===== config.mk =====
export PLATFORM = sky130hd
export DESIGN_NAME = lock_key_verifier
export DESIGN_NICKNAME = d
export VERILOG_FILES = /design/src/rtl/lock_key_verifier.sv
export SDC_FILE = /design/constraint.sdc
export NUM_CORES = 1
export LEC_CHECK = 0
export CAP_MARGIN = 15
export CELL_PAD_IN_SITES_DETAIL_PLACEMENT = 1
export CELL_PAD_IN_SITES_GLOBAL_PLACEMENT = 1
export CORE_ASPECT_RATIO = 1.75
export CORE_MARGIN = 2
export CORE_UTILIZATION = 37
export DETAILED_ROUTE_END_ITERATION = 16
export GPL_ROUTABILITY_DRIVEN = 0
export GPL_TIMING_DRIVEN = 0
export MAX_ROUTING_LAYER = met4
export PLACE_DENSITY_LB_ADDON = 0.12
export SLEW_MARGIN = 25
export SYNTH_ARGS = -nofsm -noshare
export SYNTH_HDL_FRONTEND = slang
export SYNTH_SLANG_ARGS = --single-unit

===== constraint.sdc =====
create_clock -name clk -period 2.5 [get_ports clk]
set_input_delay 0.375 -clock clk [delete_from_list [all_inputs] [get_ports clk]]
set_output_delay 0.375 -clock clk [all_outputs]
set_load 0.05 [all_outputs]

===== src/rtl/lock_key_verifier.sv =====
// Sweeps every input pattern of a key-locked circuit with the key held fixed and counts oracle mismatches.
// 3 cycles per pattern with a zero-latency oracle; orc_req is held until orc_ack or a TIMEOUT abort.
module lock_key_verifier #(
  parameter int N_IN         = 7,
  parameter int N_KEY        = 4,
  parameter int N_OUT        = 3,
  parameter int TIMEOUT      = 15,
  parameter int STOP_ON_FAIL = 0
) (
  input  logic             clk,
  input  logic             rst,
  input  logic             start,
  input  logic [N_KEY-1:0] key_in,
  output logic [N_KEY-1:0] key_out,
  output logic [N_IN-1:0]  pat_out,
  input  logic [N_OUT-1:0] locked_o,
  output logic             orc_req,
  input  logic             orc_ack,
  input  logic [N_OUT-1:0] orc_o,
  output logic             busy,
  output logic             done,
  output logic             pass,
  output logic             timeout_err,
  output logic [N_IN:0]    mismatch_count,
  output logic [N_IN-1:0]  first_fail,
  output logic             fail_valid
);

  localparam int WW = $clog2(TIMEOUT + 1);

  typedef enum logic [2:0] {
    IDLE,
    APPLY,
    QUERY,
    COMPARE,
    FINISH
  } state_t;

  state_t            state;
  logic [WW-1:0]     wait_cnt;
  logic [WW-1:0]     wait_nxt;
  logic [N_OUT-1:0]  cap_orc;
  logic [N_OUT-1:0]  cap_lock;
  logic              mism;
  logic              last_pat;
  logic              stop_hit;
  logic [N_IN:0]     cnt_nxt;

  always_comb begin
    mism     = |(cap_orc ^ cap_lock);
    cnt_nxt  = mismatch_count + {{N_IN{1'b0}}, mism};
    wait_nxt = wait_cnt + 1'b1;
    last_pat = (pat_out == {N_IN{1'b1}});
    stop_hit = mism && (STOP_ON_FAIL != 0);
  end

  always_ff @(posedge clk) begin
    if (rst) begin
      state          <= IDLE;
      wait_cnt       <= '0;
      cap_orc        <= '0;
      cap_lock       <= '0;
      key_out        <= '0;
      pat_out        <= '0;
      orc_req        <= 1'b0;
      busy           <= 1'b0;
      done           <= 1'b0;
      pass           <= 1'b0;
      timeout_err    <= 1'b0;
      mismatch_count <= '0;
      first_fail     <= '0;
      fail_valid     <= 1'b0;
    end else begin
      done <= 1'b0;
      case (state)
        IDLE: begin
          if (start) begin
            key_out        <= key_in;
            pat_out        <= '0;
            mismatch_count <= '0;
            first_fail     <= '0;
            fail_valid     <= 1'b0;
            pass           <= 1'b0;
            timeout_err    <= 1'b0;
            busy           <= 1'b1;
            state          <= APPLY;
          end
        end
        APPLY: begin
          // locked circuit settles on pat_out during this cycle
          wait_cnt <= '0;
          orc_req  <= 1'b1;
          state    <= QUERY;
        end
        QUERY: begin
          if (orc_ack) begin
            cap_orc  <= orc_o;
            cap_lock <= locked_o;
            orc_req  <= 1'b0;
            state    <= COMPARE;
          end else if (wait_nxt == WW'(TIMEOUT)) begin
            timeout_err <= 1'b1;
            pass        <= 1'b0;
            orc_req     <= 1'b0;
            done        <= 1'b1;
            state       <= FINISH;
          end else begin
            wait_cnt <= wait_nxt;
          end
        end
        COMPARE: begin
          mismatch_count <= cnt_nxt;
          if (mism && !fail_valid) begin
            first_fail <= pat_out;
            fail_valid <= 1'b1;
          end
          // terminal check precedes the increment so pat_out never wraps
          if (stop_hit || last_pat) begin
            pass  <= (cnt_nxt == '0);
            done  <= 1'b1;
            state <= FINISH;
          end else begin
            pat_out <= pat_out + 1'b1;
            state   <= APPLY;
          end
        end
        FINISH: begin
          busy  <= 1'b0;
          state <= IDLE;
        end
        default: state <= IDLE;
      endcase
    end
  end

endmodule


==> summary.md <==
| Metric | Value |
|---|---|
| Vias in the first global route | `2127` |
| Gate Count Post-Synth | `259` |
| Max VDD drop | `341 µV` |
| Most frequent cells in the layout | `45 x dfxtp_1, 45 x clkdlybuf4s50_1, 38 x nand2_1` |
| Tmin final | `2.31 ns` |
| Fin crit share | `92.3%` |
| RSZ-0062 raised after global routing | `no` |
| Die width | `61.7 µm` |
| Hold_sp | `key_out[0]` |
| Clock Sinks | `45` |
| Pin count of the biggest net entering global routing | `13` |
| Crit start category | `register` |
| Status | `completed` |
| Non-filler instance count after layout | `387` |
| GRT Residual Overflow | `0` |
| Metal2 WL | `3390 µm` |
| Clock tree buffer depth | `2` |
| Root Driver | `clkbuf_8` |
| Setup slack, reg-to-reg | `0.19 ns` |
| Post-CTS Setup Inserts | `0` |
| Die height | `105 µm` |
| Core Region | `5590 µm²` |
| Worst hold path class | `reg -> reg` |
| Most frequent cell on the critical path | `ha_2` |
| Top Layer Used | `met4` |
| Slowest stage delay, CP | `0.39 ns` |
| Final Hold Viols | `0` |
| Drt drc | `0` |
| CP max-delay cell | `or3_1` |
| Synthesized area | `2150 µm²` |
| Syn-to-layout area delta | `29.6%` |
| Initial Util | `38.6%` |
| CP Max Fanout | `4` |
| Share of layout cells above drive strength 1 | `7.07%` |
| Clock Latency Late Sink | `0.29 ns` |
| Ys Warns | `0` |
| Max Slew Vio Count | `0` |
| CTS tree | `done` |
| Post-synth EDFFs | `0` |
| Total track usage | `20.9%` |
| Least-Margin Pin Slew | `0.700 ns` |
| Critical setup path kind | `reg -> reg` |
| Syn_nets | `278` |
| Post-synthesis sequential area ratio | `41.8%` |
| Final WL | `5960 µm` |
| Leak pwr | `0.00106 µW` |
| Global-route wire length before repair | `10100 µm` |
| Synthesized area per cell | `8.31 µm²` |
| # fillers | `715` |
| CP Capture Type | `register` |
| I/O Buffers | `45` |
| DRT Pass-1 Iters | `4` |
| WL per Instance | `15.4 µm` |
| H-tree depth | `2` |
| Vias per inst | `5.34` |
| Dpl cells | `380` |
| Clock-pin transition on the worst setup and hold timing paths | `0.08 ns` |
| Via count | `2065` |
| Final TNS setup | `0 ns` |
| Nets | `330` |
| Crit path DAT | `2.54 ns` |
| P per Cell Area | `504 nW/µm²` |
| M1 WL | `2280 µm` |
| Skew final | `0.00622 ns` |
| Setup violation total in the final timing report | `0` |
| Worst flop-to-flop path startpoint | `cap_lock[0]` |
| Diodes inserted | `0` |
| CP Cell Sequence | `xor2_1 > or3_1 > ha_2 > ha_2 > and4_1 > nor3b_1 > o21ai_0 > a211o_1 > mux2i_1` |
| Post-DP HPWL | `4560 µm` |
| TritonCTS buffer count | `5` |
| WP data required | `2.73 ns` |
| Synth Register Bits | `45` |
| Initial antenna violation count | `0` |
| Async S/R FF share, synth | `0%` |
| Max-Cap Viols | `0` |
| Antenna Nets Post-Route | `0` |
| Ys flop type | `dfxtp_1` |
| Rows | `36` |
| Fmax | `433 MHz` |
| WL met3 | `180 µm` |
| Slew margin rel. | `52.7%` |
| Netlist cell types | `47` |
| I/O pin count | `46` |
| Die area | `6470 µm²` |
| Critical Path Start | `cap_lock[0]` |
| First DRT Iteration DRCs | `43` |
## logic make-up after synthesis
kind of cell,count (synthesis),synth area share (%)
compound gates,50,14.0
buf+inv,19,3.89
xor+xnor,11,4.47
flops,45,41.8
simple gates,121,29.2
fa+ha+maj,5,2.91
mux,8,3.72
## cells in the mapped netlist, types with 2 or more instances
master / count / area, µm²
o31ai_1: 2 / 15.0
nand2b_1: 3 / 18.8
and3_1: 4 / 25.0
nand4_1: 3 / 18.8
nor4_1: 2 / 12.5
nand2_1: 38 / 143
a21oi_1: 27 / 135
or3_1: 2 / 12.5
nand3b_1: 2 / 15.0
ha_1: 5 / 62.6
clkbuf_1: 10 / 37.5
nor2_1: 27 / 101
nor3b_1: 2 / 15.0
dfxtp_1: 45 / 901
a31oi_1: 5 / 31.3
nand3_1: 16 / 80.1
xor2_1: 11 / 96.3
inv_1: 6 / 22.5
o21ai_0: 6 / 30.0
mux2i_1: 8 / 80.1
nor3_1: 5 / 25.0
or4_1: 2 / 15.0
or2_2: 4 / 25.0
## metal layers
| layer | up-vias | track usage [%] |
|---|---|---|
| met2 | 41 | 36.2 |
| met1 | 1005 | 23.5 |
| met4 | 0 | 6.99 |
| met5 | - | - |
| met3 | 8 | 2.97 |
| li1 | 1011 | - |
## final cells by class
cell class / count / area (µm²) / share of cell area (%)
plain buffers: 13 / 61.3 / 2.20
clock buffers: 7 / 86.3 / 3.09
inverters: 6 / 22.5 / 0.807
multi-input cells: 195 / 1170 / 42.1
flip-flops and latches: 45 / 901 / 32.3
well taps: 76 / 95.1 / 3.41
repair buffers: 45 / 450 / 16.1
## what timing repair did
action                                  CTS  global route
endpoints found under the setup margin    0             1
gates resized for setup                   0             2
hold buffers                              0             0
## where the power goes
group	internal [µW]	leakage [µW]	switching, µW
Sequential	733	0.000364	10.3
Combinational	79.4	0.000651	135
Clock	219	0.0000443	230
Total	1030	0.00106	375
## critical path, delay by kind of cell (launching register included)
kind	cells	cell delay (ns)
and+or+nand+nor	3	0.83
muxes	1	0.12
xor gates and xnor gates	1	0.17
AOI/OAI and AO/OA	2	0.39
adders and majority gates	2	0.40
DFF	1	0.33
## sequential cells by signal, indices dropped and copies added, names as in the netlist
register	flops
state	3
pass	1
fail_valid	1
timeout_err	1
orc_req	1
cap_orc	3
key_out	4
first_fail	7
pat_out	7
cap_lock	3
mismatch_count	8
busy	1
done	1
wait_cnt	4
## per-stage QoR
step                      hold WS, ns  instance area, µm²  total power (µW)  util [%]  worst slack [ns]
after CTS                       0.458                2790              1430      49.9             0.101
after detailed placement        0.446                2700               976      48.3             0.122
final                           0.456                2790              1410      50.0             0.192
after global placement          0.441                2700               973      48.3             0.159
after global routing            0.473                2790              1480      50.0            0.0360
after floorplan                 0.480                2150               895         -             0.352
## final timing paths
path,endpoint,cells after the start
max,pass,9
min,key_out[0],2
max reg2reg,pass,9
min reg2reg,key_out[0],2
Note: power is estimated with default switching activity, not from simulation.
